[src/rtl/multicycle_controller.sv]
// ---------------------------------------------------------------------------
// multicycle_controller
//
// Multi-cycle control unit for the mini-MIPS datapath. Each instruction is
// sequenced through FETCH / DECODE / EXEC / MEM / WB, waiting on the memory
// ready handshake during instruction fetch and data access. A syscall halts
// the core. A watchdog on memory waits raises a sticky timeout and halts.
//
// Optional feature, enabled by defining MCTRL_TRAP_EN:
//   undefined opcode/fn goes to a one-cycle TRAP state that sets the sticky
//   'illegal' flag and vectors the PC (pcsrc=11, pc_we=1). When the macro is
//   undefined, such encodings retire as NOPs and 'illegal' is tied low.
//
// Parameters:
//   OP_W         opcode field width
//   FN_W         R-type function field width
//   MEM_TIMEOUT  max consecutive memory wait cycles before timeout (0 = off)
//
// Ports:
//   clk, rst_n          rising-edge clock, asynchronous active-low reset
//   opcode, fn          instruction fields from IR, latched in DECODE
//   mem_ready           current fetch/load/store completes this cycle
//   if_req              instruction fetch request
//   ir_we, pc_we        IR load strobe, PC update strobe
//   regwrite, alusrc,
//   rd, we              datapath strobes (single-cycle decoder meaning)
//   pcsrc, regdst,
//   reginsrc, brtype    datapath selects (single-cycle decoder encodings)
//   state               current state, for debug
//   halted              core stopped by syscall or timeout
//   mem_timeout         sticky: watchdog expired
//   illegal             sticky: undefined opcode/fn seen
// ---------------------------------------------------------------------------
module multicycle_controller #(
    parameter int OP_W        = 6,
    parameter int FN_W        = 6,
    parameter int MEM_TIMEOUT = 15
) (
    input  logic            clk,
    input  logic            rst_n,
    input  logic [OP_W-1:0] opcode,
    input  logic [FN_W-1:0] fn,
    input  logic            mem_ready,
    output logic            if_req,
    output logic            ir_we,
    output logic            pc_we,
    output logic            regwrite,
    output logic            alusrc,
    output logic            rd,
    output logic            we,
    output logic [1:0]      pcsrc,
    output logic [1:0]      regdst,
    output logic [1:0]      reginsrc,
    output logic [1:0]      brtype,
    output logic [2:0]      state,
    output logic            halted,
    output logic            mem_timeout,
    output logic            illegal
);

    typedef enum logic [2:0] {
        FETCH  = 3'd0,
        DECODE = 3'd1,
        EXEC   = 3'd2,
        MEM    = 3'd3,
        WB     = 3'd4,
        HALT   = 3'd5,
        TRAP   = 3'd6
    } state_t;

    typedef enum logic [3:0] {
        CL_ITYPE, CL_LW, CL_SW, CL_BRANCH, CL_JUMP,
        CL_RALU, CL_JR, CL_SYSCALL, CL_UNDEF
    } iclass_t;

    localparam logic [OP_W-1:0] OP_RTYPE = OP_W'(6'b000000);
    localparam logic [OP_W-1:0] OP_BLTZ  = OP_W'(6'b000001);
    localparam logic [OP_W-1:0] OP_BEQ   = OP_W'(6'b000010);
    localparam logic [OP_W-1:0] OP_J     = OP_W'(6'b000100);
    localparam logic [OP_W-1:0] OP_BNE   = OP_W'(6'b000101);
    localparam logic [OP_W-1:0] OP_ADDI  = OP_W'(6'b001000);
    localparam logic [OP_W-1:0] OP_ANDI  = OP_W'(6'b001100);
    localparam logic [OP_W-1:0] OP_ORI   = OP_W'(6'b001101);
    localparam logic [OP_W-1:0] OP_XORI  = OP_W'(6'b001110);
    localparam logic [OP_W-1:0] OP_LUI   = OP_W'(6'b001111);
    localparam logic [OP_W-1:0] OP_LW    = OP_W'(6'b100011);
    localparam logic [OP_W-1:0] OP_SW    = OP_W'(6'b101011);
    localparam logic [FN_W-1:0] FN_JR    = FN_W'(6'b001000);
    localparam logic [FN_W-1:0] FN_SYS   = FN_W'(6'b001100);
    localparam logic [FN_W-1:0] FN_ADD   = FN_W'(6'b100000);
    localparam logic [FN_W-1:0] FN_SUB   = FN_W'(6'b100010);

    // Counter is wide enough to reach MEM_TIMEOUT, never narrower than 1 bit.
    localparam int              CW_RAW   = $clog2(MEM_TIMEOUT + 1);
    localparam int              CW       = (CW_RAW < 1) ? 1 : CW_RAW;
    localparam logic [CW-1:0]   TO_LIMIT = CW'(MEM_TIMEOUT);
    localparam bit              WD_EN    = (MEM_TIMEOUT > 0);

    state_t          state_q, state_next;
    logic [CW-1:0]   cnt_q, cnt_next;
    logic [OP_W-1:0] op_q;
    logic [FN_W-1:0] fn_q;
    logic            mto_q, timeout_set;
    logic            wd_expired;
    iclass_t         cls;
    logic [1:0]      br_sel;
`ifdef MCTRL_TRAP_EN
    logic            illegal_q, illegal_set;
`endif

    // Classify the latched instruction once so EXEC/MEM/WB share one decode.
    always_comb begin
        cls    = CL_UNDEF;
        br_sel = 2'b00;
        case (op_q)
            OP_RTYPE: begin
                case (fn_q)
                    FN_ADD, FN_SUB: cls = CL_RALU;
                    FN_JR:          cls = CL_JR;
                    FN_SYS:         cls = CL_SYSCALL;
                    default:        cls = CL_UNDEF;
                endcase
            end
            OP_LUI, OP_ADDI, OP_ANDI, OP_ORI, OP_XORI: cls = CL_ITYPE;
            OP_LW:   cls = CL_LW;
            OP_SW:   cls = CL_SW;
            OP_BLTZ: begin cls = CL_BRANCH; br_sel = 2'b11; end
            OP_BEQ:  begin cls = CL_BRANCH; br_sel = 2'b01; end
            OP_BNE:  begin cls = CL_BRANCH; br_sel = 2'b10; end
            OP_J:    cls = CL_JUMP;
            default: cls = CL_UNDEF;
        endcase
    end

    // Watchdog fires only while still waiting; a handshake arriving in the
    // same cycle takes priority in the next-state logic below.
    assign wd_expired = WD_EN && (cnt_q == TO_LIMIT);

    // State register, watchdog counter, instruction latch and sticky flags.
    always_ff @(posedge clk or negedge rst_n) begin
        if (!rst_n) begin
            state_q   <= FETCH;
            cnt_q     <= '0;
            op_q      <= '0;
            fn_q      <= '0;
            mto_q     <= 1'b0;
`ifdef MCTRL_TRAP_EN
            illegal_q <= 1'b0;
`endif
        end else begin
            state_q <= state_next;
            cnt_q   <= cnt_next;
            if (state_q == DECODE) begin
                op_q <= opcode;
                fn_q <= fn;
            end
            if (timeout_set) begin
                mto_q <= 1'b1;
            end
`ifdef MCTRL_TRAP_EN
            if (illegal_set) begin
                illegal_q <= 1'b1;
            end
`endif
        end
    end

    // Next-state logic and watchdog counter update.
    always_comb begin
        state_next  = state_q;
        timeout_set = 1'b0;
`ifdef MCTRL_TRAP_EN
        illegal_set = 1'b0;
`endif
        case (state_q)
            FETCH: begin
                if (mem_ready) begin
                    state_next = DECODE;
                end else if (wd_expired) begin
                    state_next  = HALT;
                    timeout_set = 1'b1;
                end
            end
            DECODE: state_next = EXEC;
            EXEC: begin
                case (cls)
                    CL_ITYPE, CL_RALU: state_next = WB;
                    CL_LW, CL_SW:      state_next = MEM;
                    CL_SYSCALL:        state_next = HALT;
`ifdef MCTRL_TRAP_EN
                    CL_UNDEF: begin
                        state_next  = TRAP;
                        illegal_set = 1'b1;
                    end
`endif
                    default:           state_next = FETCH;
                endcase
            end
            MEM: begin
                if (mem_ready) begin
                    state_next = (cls == CL_LW) ? WB : FETCH;
                end else if (wd_expired) begin
                    state_next  = HALT;
                    timeout_set = 1'b1;
                end
            end
            WB:      state_next = FETCH;
            HALT:    state_next = HALT;
            default: state_next = FETCH;
        endcase

        cnt_next = cnt_q;
        if (state_next != state_q) begin
            cnt_next = '0;
        end else if ((state_q == FETCH || state_q == MEM) && !mem_ready
                     && (cnt_q != {CW{1'b1}})) begin
            cnt_next = cnt_q + CW'(1);
        end
    end

    // Moore outputs from state and latched instruction; only the FETCH
    // strobes look at mem_ready. Everything is forced low while in reset.
    always_comb begin
        if_req   = 1'b0;
        ir_we    = 1'b0;
        pc_we    = 1'b0;
        regwrite = 1'b0;
        alusrc   = 1'b0;
        rd       = 1'b0;
        we       = 1'b0;
        pcsrc    = 2'b00;
        regdst   = 2'b00;
        reginsrc = 2'b00;
        brtype   = 2'b00;
        halted   = 1'b0;
        if (rst_n) begin
            case (state_q)
                FETCH: begin
                    if_req = 1'b1;
                    ir_we  = mem_ready;
                    pc_we  = mem_ready;
                end
                EXEC: begin
                    case (cls)
                        CL_ITYPE, CL_LW, CL_SW: alusrc = 1'b1;
                        CL_BRANCH:  begin pc_we = 1'b1; brtype = br_sel; end
                        CL_JUMP:    begin pc_we = 1'b1; pcsrc = 2'b01;   end
                        CL_JR:      begin pc_we = 1'b1; pcsrc = 2'b10;   end
                        CL_SYSCALL: begin pc_we = 1'b1; pcsrc = 2'b11;   end
                        default: ;
                    endcase
                end
                MEM: begin
                    alusrc = 1'b1;
                    rd     = (cls == CL_LW);
                    we     = (cls == CL_SW);
                end
                WB: begin
                    regwrite = 1'b1;
                    case (cls)
                        CL_LW:   begin regdst = 2'b00; reginsrc = 2'b00; end
                        CL_RALU: begin regdst = 2'b01; reginsrc = 2'b01; end
                        default: begin regdst = 2'b00; reginsrc = 2'b01; end
                    endcase
                end
                HALT: halted = 1'b1;
`ifdef MCTRL_TRAP_EN
                TRAP: begin
                    pc_we = 1'b1;
                    pcsrc = 2'b11;
                end
`endif
                default: ;
            endcase
        end
    end

    assign state       = rst_n ? state_q : 3'b000;
    assign mem_timeout = mto_q & rst_n;
`ifdef MCTRL_TRAP_EN
    assign illegal     = illegal_q & rst_n;
`else
    assign illegal     = 1'b0;
`endif

endmodule

[config.mk]
export PLATFORM = sky130hd
export DESIGN_NAME = multicycle_controller
export DESIGN_NICKNAME = d
export VERILOG_FILES = /design/src/rtl/multicycle_controller.sv
export SDC_FILE = /design/constraint.sdc
export NUM_CORES = 1
export LEC_CHECK = 0
export CAP_MARGIN = 20
export CORE_MARGIN = 5
export CORE_UTILIZATION = 44
export DETAILED_ROUTE_END_ITERATION = 8
export GPL_TIMING_DRIVEN = 0
export HOLD_SLACK_MARGIN = 0.08
export PLACE_DENSITY = 0.81
export SLEW_MARGIN = 20
export SYNTH_ARGS = -nofsm -noshare
export SYNTH_HDL_FRONTEND = slang
export SYNTH_SLANG_ARGS = --single-unit
[constraint.sdc]
create_clock -name clk -period 2.95 [get_ports clk]
set_clock_uncertainty 0.1 [all_clocks]
set_input_delay 0.7375 -clock clk [delete_from_list [all_inputs] [get_ports clk]]
set_output_delay 0.7375 -clock clk [all_outputs]
set_load 0.01 [all_outputs]
After elaboration in Yosys (flattened, before gate mapping)
Cells that the tools add are included.
Storage, ports and cells
  bits in read-only memories: 0
  bits in writable memories: 0
  bits in latches: 0
  register bits: 20
  memories kept: 0
  word-level logic and storage cells: 98
Operators by class
  magnitude comparators: 0
  shift operators: 0
  equal/unequal tests: 30
  divide/modulo/power cells: 0
  bitwise gates (word level): 1
  muxes and demuxes: 45
  $mul: 0
  $add $sub $neg: 1
  reductions and logical operators: 16
Operators with widths (count)
  6-bit by 4-bit equality test with 1-bit output (second input constant): 7
  1-bit two-way mux: 25
  6-bit equality test (second input constant): 4
  4-bit case mux with 6 select lines: 1
  4-bit by 3-bit equality test with 1-bit output (second input constant): 4
  3-bit two-way mux: 5
  3-bit case mux with 5 select lines: 1
  6-bit by 3-bit equality test with 1-bit output (second input constant): 2
  2-bit case mux with 3 select lines: 2
  4-bit case mux with 3 select lines: 1
  2-bit two-way mux: 5
  3-bit case mux with 3 select lines: 1
  4-bit by 2-bit equality test with 1-bit output (second input constant): 2
  4-bit two-way mux: 2
  2-bit OR reduction: 4
  3-bit by 2-bit equality test with 1-bit output (second input constant): 2
  3-bit equality test (second input constant): 2
  6-bit by 1-bit equality test with 1-bit output (second input constant): 1
  6-bit by 2-bit equality test with 1-bit output (second input constant): 1
  6-bit logical NOT: 1
  3-bit OR reduction: 2
  5-bit OR reduction: 1
  4-bit by 1-bit adder with 4-bit output (second input constant): 1
  4-bit by 1-bit equality test with 1-bit output (second input constant): 1
  other kinds (13): 15

Logic depth before layout (Yosys ltp)
Gate-level depths: netlist of the first run.
  depth after elaboration: 10
  gate-level depth with buffers: 7
  mapped depth without buffers: 6

Worst setup path after synthesis of the first run
No wires, ideal clock.
  path kind: reg2out
  start point: register op_q[0]
  end point: output brtype[1]
  data required time: 2.112 ns
  path buffers: 1
  cell stages (with the launch flop): 7
  data arrival time: 1.690 ns
  path slack: 0.423 ns
  path through: dfrtp_1 > buf_6 > nor4b_2 > o31ai_2 > a221oi_4 > nand3_2 > nor4b_2
Between the ends
  cells in the longest elaborated chain, start to end: 7
Ends and longest elaborated chain
  start, declared: line 101  | logic [OP_W-1:0] op_q;
  start signal, assigned: line 154  | op_q <= opcode;
  6-bit by 4-bit equality test with 1-bit output (tied with other cells): line 115  | case (op_q)
  5-bit OR reduction or 3-bit OR reduction (tied branches)
  4-bit case mux with 6 select lines: line 115
  4-bit by 2-bit equality test with 1-bit output: line 244  | case (cls)
  2-bit two-way mux (*): line 244
  2-bit two-way mux (*): line 237  | case (state_q)
  2-bit two-way mux (*): line 236  | if (rst_n) begin
  end, declared: line 54  | output logic [1:0] brtype,
Mark *: on every way between the ends. The rest lies on a longest branch, timed or not.

Final worst setup path of the first run
  start point: register state_q[0]
  end point: output brtype[1]
Between the ends
  cells in the longest elaborated chain, start to end: 3
Ends and longest elaborated chain
  start, declared: line 99  | state_t state_q, state_next;
  start signal, assigned: line 151  | state_q <= state_next;
  3-bit by 2-bit equality test with 1-bit output: line 237
  2-bit two-way mux: line 237
  2-bit two-way mux: line 236
No other way between the ends.

==> results.py, run 1 <==
metrics = {
    "timing": {
        "post-route-min-period_ns": 3.05,
        "hold_violations": 0,
        "fin_ws_ns": -0.100,
        "setup_violations": 2,
        "rsz0062_at_grt": "yes",
        "fin_setup_tns_ns": -0.120,
        "slew_headroom_pct": 54.9,
        "worst_pin_slew_ns": 0.673,
        "period_share_pct": 103,
        "final-max-slew-violation-count": 0,
        "fmaxAchievable_ghz": 0.328,
    },
    "power": {
        "power.static_leakage_nw": 0.972,
        "ir_drop_mv": 0.483,
        "power_density_nw_per_um2": 906,
        "total_power_w": 0.00205,
    },
    "critical_path": {
        "required_ns": 2.11,
        "reg2regPathDepth": 6,
        "worst_setup_path_start_kind": "flip-flop",
        "r2r_start": "state_q[1]",
        "worstPathArrival_ns": 2.21,
        "cp-end-kind": "output pin",
        "critical_path_class": "reg -> out",
        "r2r-end": "fn_q[3]",
        "crit_fanout": 9,
        "ff2ff_setup_slack_ns": 0.70,
        "setup.worst_path.start": "state_q[0]",
    },
    "place": {
        "gp_congestion": 0.896,
        "placed_area_um2": 1960,
        "port_buffers": 31,
        "dp_hpwl_um": 2900,
        "pre_cts_ws_ns": -0.516,
    },
    "cells_and_area": {
        "drive_above_1_share_pct": 34.3,
        "fin_nets": 253,
        "fillers": 276,
        "area_delta_synth_final_pct": 42.0,
        "final_cell_mix": "23 x clkdlybuf4s50_1, 21 x nor2_1, 20 x buf_4, 19 x dfrtp_1, 15 x nand2_1",
        "mostFrequentLayoutCell": "clkdlybuf4s50_1",
        "final_util_pct": 66.2,
        "antenna_cells": 0,
        "final_area_um2": 2260,
        "regArea_um2": 502,
        "multi_input_area_um2": 1080,
    },
    "run_status": {
        "status": "finished with violations",
        "violations": "setup timing",
    },
    "yosys": {
        "synth_seq_area_share_pct": 31.4,
        "netlist_area_um2": 1590,
        "synth.area.top_cells": "dfrtp_1 31%, nor2_1 5.4%, mux2_2 4.2%, nand2_1 3.5%, nand3_1 3.1%",
        "synth_top_cell_area_share_pct": 31.4,
        "syn_avg_cell_area_um2": 8.89,
        "synth_cells": 179,
        "synth_warnings": 0,
        "synthFlopType": "dfrtp_1",
        "synth-seq-cells": 20,
        "synth-edff-count": 0,
        "async_flop_share_pct": 100,
        "synth.distinct_cells": 59,
        "synth_largest_area_cell": "dfrtp_1",
    },
    "detailed_routing": {
        "via_count": 1586,
        "drt_iter0_drc": 117,
        "wl_per_cell_um": 16.0,
        "drc_errors": 0,
        "via_per_inst": 5.62,
        "dr.pass1.iters": 4,
        "finalWirelength_um": 4510,
        "ant_nets": 0,
    },
    "clock_network": {
        "clock-sinks": 20,
        "ctsHtreeMaxLevel": 1,
        "cts_buffer_depth": 2,
        "clk_latency_ns": 0.31,
        "holdBufCountCts": 0,
        "cts_made_buffers": 3,
        "cts_tree": "built",
        "clkTransAtPathRegs_ns": 0.12,
        "cts_root_buf": "clkbuf_4",
    },
    "floorplan": {
        "start_util_pct": 46.6,
        "dieArea_um2": 4920,
        "core_um2": 3420,
        "die_h_um": 70.1,
        "fp.dieW_um": 70.1,
        "io_pins": 36,
        "placementRows": 21,
    },
    "global_route": {
        "grt_pass1_wl_um": 6730,
        "grt_max_degree": 28,
        "track_usage_pct": 16.6,
        "grt-ovfl-total": 0,
        "antenna_found_initial": 0,
        "grt_pass1_vias": 1417,
    },
    "min_path": {
        "hp-class": "in -> async",
    },
    "run": {
        "drv_cap": 0,
    },
}
## where the power goes
group	internal, W	total (W)	switching [W]
combinational	0.000665	0.00141	0.000747
clock	0.0000753	0.000167	0.0000914
sequential	0.000381	0.000469	0.0000876
total	0.00112	0.00205	0.000926
## stage by stage
stage          instances  hold WS [ns]
5_1_grt              282         0.163
4_1_cts              272         0.157
6_report             282         0.159
3_3_place_gp         258         0.362
3_5_place_dp         258         0.369
2_1_floorplan        181         0.334
## final cells by class
type                            instances  area share, %
Multi-Input combinational cell        140           47.7
Sequential cell                        20           22.2
Timing Repair Buffer                   51           19.6
Buffer                                 15           5.32
Tap cell                               46           2.55
Clock buffer                            4           1.61
Inverter                                6          0.997
## worst max-delay path by stage
stage,cells past startpoint,end
final,7,brtype[1]
after global routing,7,brtype[1]
after CTS,7,brtype[1]
after detailed placement,6,brtype[1]
after global placement,6,brtype[1]
after floorplan,6,brtype[1]
## worst max-delay path, cell delays in order (launching register included)
cell and delay, ns:
dfrtp_1 0.37, buf_2 0.17, nor3b_2 0.34, nand3_1 0.14, a21oi_1 0.29, nand3_2 0.16
nor4b_2 0.26, buf_2 0.17
## cell usage after synthesis, types with 2 or more instances
library cell	count
nor2_1	23
dfrtp_1	20
nand2_1	15
nand3_1	10
o21ai_0	10
and2_1	7
mux2_2	6
buf_4	5
inv_1	5
nor3b_1	5
buf_6	4
mux2_1	4
a21oi_1	3
a31oi_1	3
buf_2	3
clkbuf_1	3
nor4b_2	3
a221oi_1	2
and3_1	2
and4b_1	2
nand4_1	2
nor3_2	2
o21ai_1	2
xnor2_1	2
xor2_1	2
## layer usage
layer	share of wire, %	global-route usage [%]	routed length (um)	vias up
li1	-	-	-	756
met1	43	23.3	1920	740
met2	46	25.8	2090	80
met3	8.6	3.01	387	10
met4	2.6	5.32	116	0
met5	0	0	0	-
## flip-flops by register name (all words and copies together), names as in the netlist
| register | count |
|---|---|
| mto_q | 1 |
| cnt_q | 4 |
| fn_q | 6 |
| op_q | 6 |
| state_q | 3 |
## what timing repair did
item	4_1_cts	5_1_grt
resized for setup	39	23
buffers inserted	10	10
setup endpoints to repair	13	10
pin swaps	7	9
## cell families after synthesis
family | after synthesis | synth area share [%]
other | 1 | 0.236
multiplexers | 11 | 7.70
XOR/XNOR | 4 | 2.20
AND/OR/NAND/NOR | 85 | 32.4
buffers and inverters | 21 | 8.25
AO/OA/AOI/OAI | 36 | 17.0
adder cells (fa/ha/maj) | 1 | 0.786
flip-flops | 20 | 31.4
Power figures use the tool's default switching activity.
==> run 2, diff against run 1 <==
- CORE_ASPECT_RATIO: not set -> 0.7
==> run 2 against run 1 <==
Maximum frequency grew 3.3%. The flow still finishes with violations (setup timing). Critical endpoint is now alusrc. Critical path depth shrank 1. Hold slack gained 0.037 ns. Cell count shrank 2.5%.
==> results.py, run 2 (synthesis results as in run 1) <==
metrics = {
    "run_status": {
        "status": "finished with violations",
        "violations": "setup timing",
    },
    "detailed_routing": {
        "finalWirelength_um": 4580,
        "via_per_inst": 5.82,
        "via_count": 1601,
        "drt_iter0_drc": 153,
        "drc_errors": 0,
        "wl_per_cell_um": 16.7,
        "dr.pass1.iters": 4,
        "ant_nets": 0,
    },
    "critical_path": {
        "path_common_cell": "o21ai_0",
        "cpMaxStageDelayCell": "dfrtp_1",
        "required_ns": 2.11,
        "worst_setup_path_start_kind": "flip-flop",
        "critical_path_class": "reg -> out",
        "max_stage_delay_ns": 0.46,
        "worstPathArrival_ns": 2.11,
        "path_cells": "nor3b_4, o21ai_0, a221oi_4, buf_4, o21ai_0, clkdlybuf4s15_1",
        "crit_fanout": 4,
        "cp-end-kind": "output pin",
    },
    "power": {
        "p_int_w": 0.00114,
        "power_switching_w": 0.000926,
        "pwr-share-comb_pct": 62.3,
        "power_density_nw_per_um2": 943,
        "ir_drop_mv": 0.591,
        "seqPwrFrac_pct": 23.7,
        "power.static_leakage_nw": 0.950,
        "clkPwrFrac_pct": 14.0,
        "total_power_w": 0.00206,
        "sw_frac_of_total_pct": 44.9,
    },
    "clock_network": {
        "cts_tree": "built",
        "cts_root_buf": "clkbuf_8",
        "ctsHtreeMaxLevel": 1,
        "cts_made_buffers": 3,
        "clk_latency_ns": 0.27,
        "cts_buffer_depth": 2,
        "clock-sinks": 20,
        "clkTransAtPathRegs_ns": 0.09,
    },
    "global_route": {
        "track_usage_pct": 19.6,
        "antenna_found_initial": 0,
        "grt_pass1_wl_um": 7300,
        "grt_pass1_vias": 1462,
        "grt_max_degree": 28,
        "grt-ovfl-total": 0,
    },
    "min_path": {
        "hp-class": "in -> async",
    },
    "floorplan": {
        "placementRows": 18,
        "core_um2": 3510,
        "die_h_um": 60.3,
        "dieArea_um2": 4940,
        "start_util_pct": 45.3,
        "fp.dieW_um": 81.9,
        "io_pins": 36,
    },
    "place": {
        "dp_hpwl_um": 3080,
        "port_buffers": 31,
        "pre_cts_ws_ns": -1.33,
        "gp_congestion": 0.876,
    },
    "timing": {
        "fin_setup_tns_ns": -0.00213,
        "fin_ws_ns": -0.00213,
        "slew_headroom_pct": 64.9,
        "setup_violations": 1,
        "fmaxAchievable_ghz": 0.339,
        "rsz0062_at_grt": "yes",
        "hold_violations": 0,
        "post-route-min-period_ns": 2.95,
        "worst_pin_slew_ns": 0.525,
        "final-max-slew-violation-count": 0,
        "period_share_pct": 100,
    },
    "cells_and_area": {
        "largest_registers": "fn_q x6, op_q x6, cnt_q x4",
        "regArea_um2": 500,
        "final_cell_mix": "21 x nor2_1, 21 x clkdlybuf4s50_1, 20 x dfrtp_1, 15 x nand2_1, 12 x buf_4",
        "area_delta_synth_final_pct": 37.4,
        "multi_input_area_um2": 1060,
        "fillers": 297,
        "antenna_cells": 0,
        "drive_above_1_share_pct": 29.3,
        "fin_nets": 242,
    },
    "run": {
        "drv_cap": 0,
    },
}
-- run 2: cell count changes in the layout (fill, tap and decap cells not counted), sizes merged --
cell / delta
clkbuf: -1
dlymetal6s2s: +1
clkdlybuf4s15: +1
bufinv: +1
clkdlybuf4s50: -2
buf: -11
-- run 2: worst paths after layout --
kind	slack, ns	start	depth (start not counted)	end
max	-0.002	fn_q[3]	6	alusrc
min	0.20	rst_n	1	op_q[2]
max reg2reg	0.80	state_q[1]	6	fn_q[0]
min reg2reg	0.37	mto_q	1	mto_q
max in group asynchronous	2.35	rst_n	1	state_q[1]
min in group clk	0.37	mto_q	1	mto_q
-- run 2: worst max-delay path: cells and delay by family (launching register included) --
kind	cells	cell delay (ns)
flip-flops	1	0.46
AND/OR/NAND/NOR	1	0.30
buffers and inverters	2	0.43
AO/OA/AOI/OAI	3	0.66
-- run 2: cell type report --
| cell class | instances | share of cell area (%) |
|---|---|---|
| clock buffer | 3 | 1.89 |
| buffer | 15 | 5.26 |
| tap | 50 | 2.86 |
| inverter | 6 | 1.03 |
| sequential | 20 | 22.9 |
| timing repair buffer | 40 | 16.4 |
| clock inverter | 1 | 1.37 |
| multi-input combinational | 140 | 48.3 |
-- run 2: what timing repair did --
| action | CTS | global route |
|---|---|---|
| hold buffers | 0 | 0 |
| buffers inserted | 8 | 1 |
| resized for setup | 38 | 16 |
| endpoints found under the setup margin | 18 | 11 |
| pin swaps | 6 | 4 |
-- run 2: stage by stage --
step,util [%],hold slack (ns),area (um2),cells
2_1_floorplan,-,0.334,1600,181
6_report,62.3,0.197,2190,275
3_5_place_dp,56.1,0.352,1970,262
3_3_place_gp,56.1,0.357,1970,262
4_1_cts,61.4,0.212,2160,274
5_1_grt,62.3,0.215,2190,275
-- run 2: power groups by stage --
stage / Clock, W / Sequential [W] / Combinational [W]
floorplan: 0 / 0.000445 / 0.000819
global placement: 0 / 0.000464 / 0.00103
detailed placement: 0 / 0.000472 / 0.00105
CTS: 0.000288 / 0.000468 / 0.00121
global route: 0.000299 / 0.000499 / 0.00139
finish: 0.000289 / 0.000488 / 0.00128
-- run 2: layer usage --
layer	vias to the layer above	global-route usage (%)	share of wire (%)	wire length, um
met5	-	0	0	0
met3	12	4.82	10	461
met4	0	5.45	1.7	76
met2	92	29.6	42	1930
met1	756	27.9	46	2110
li1	741	-	-	-
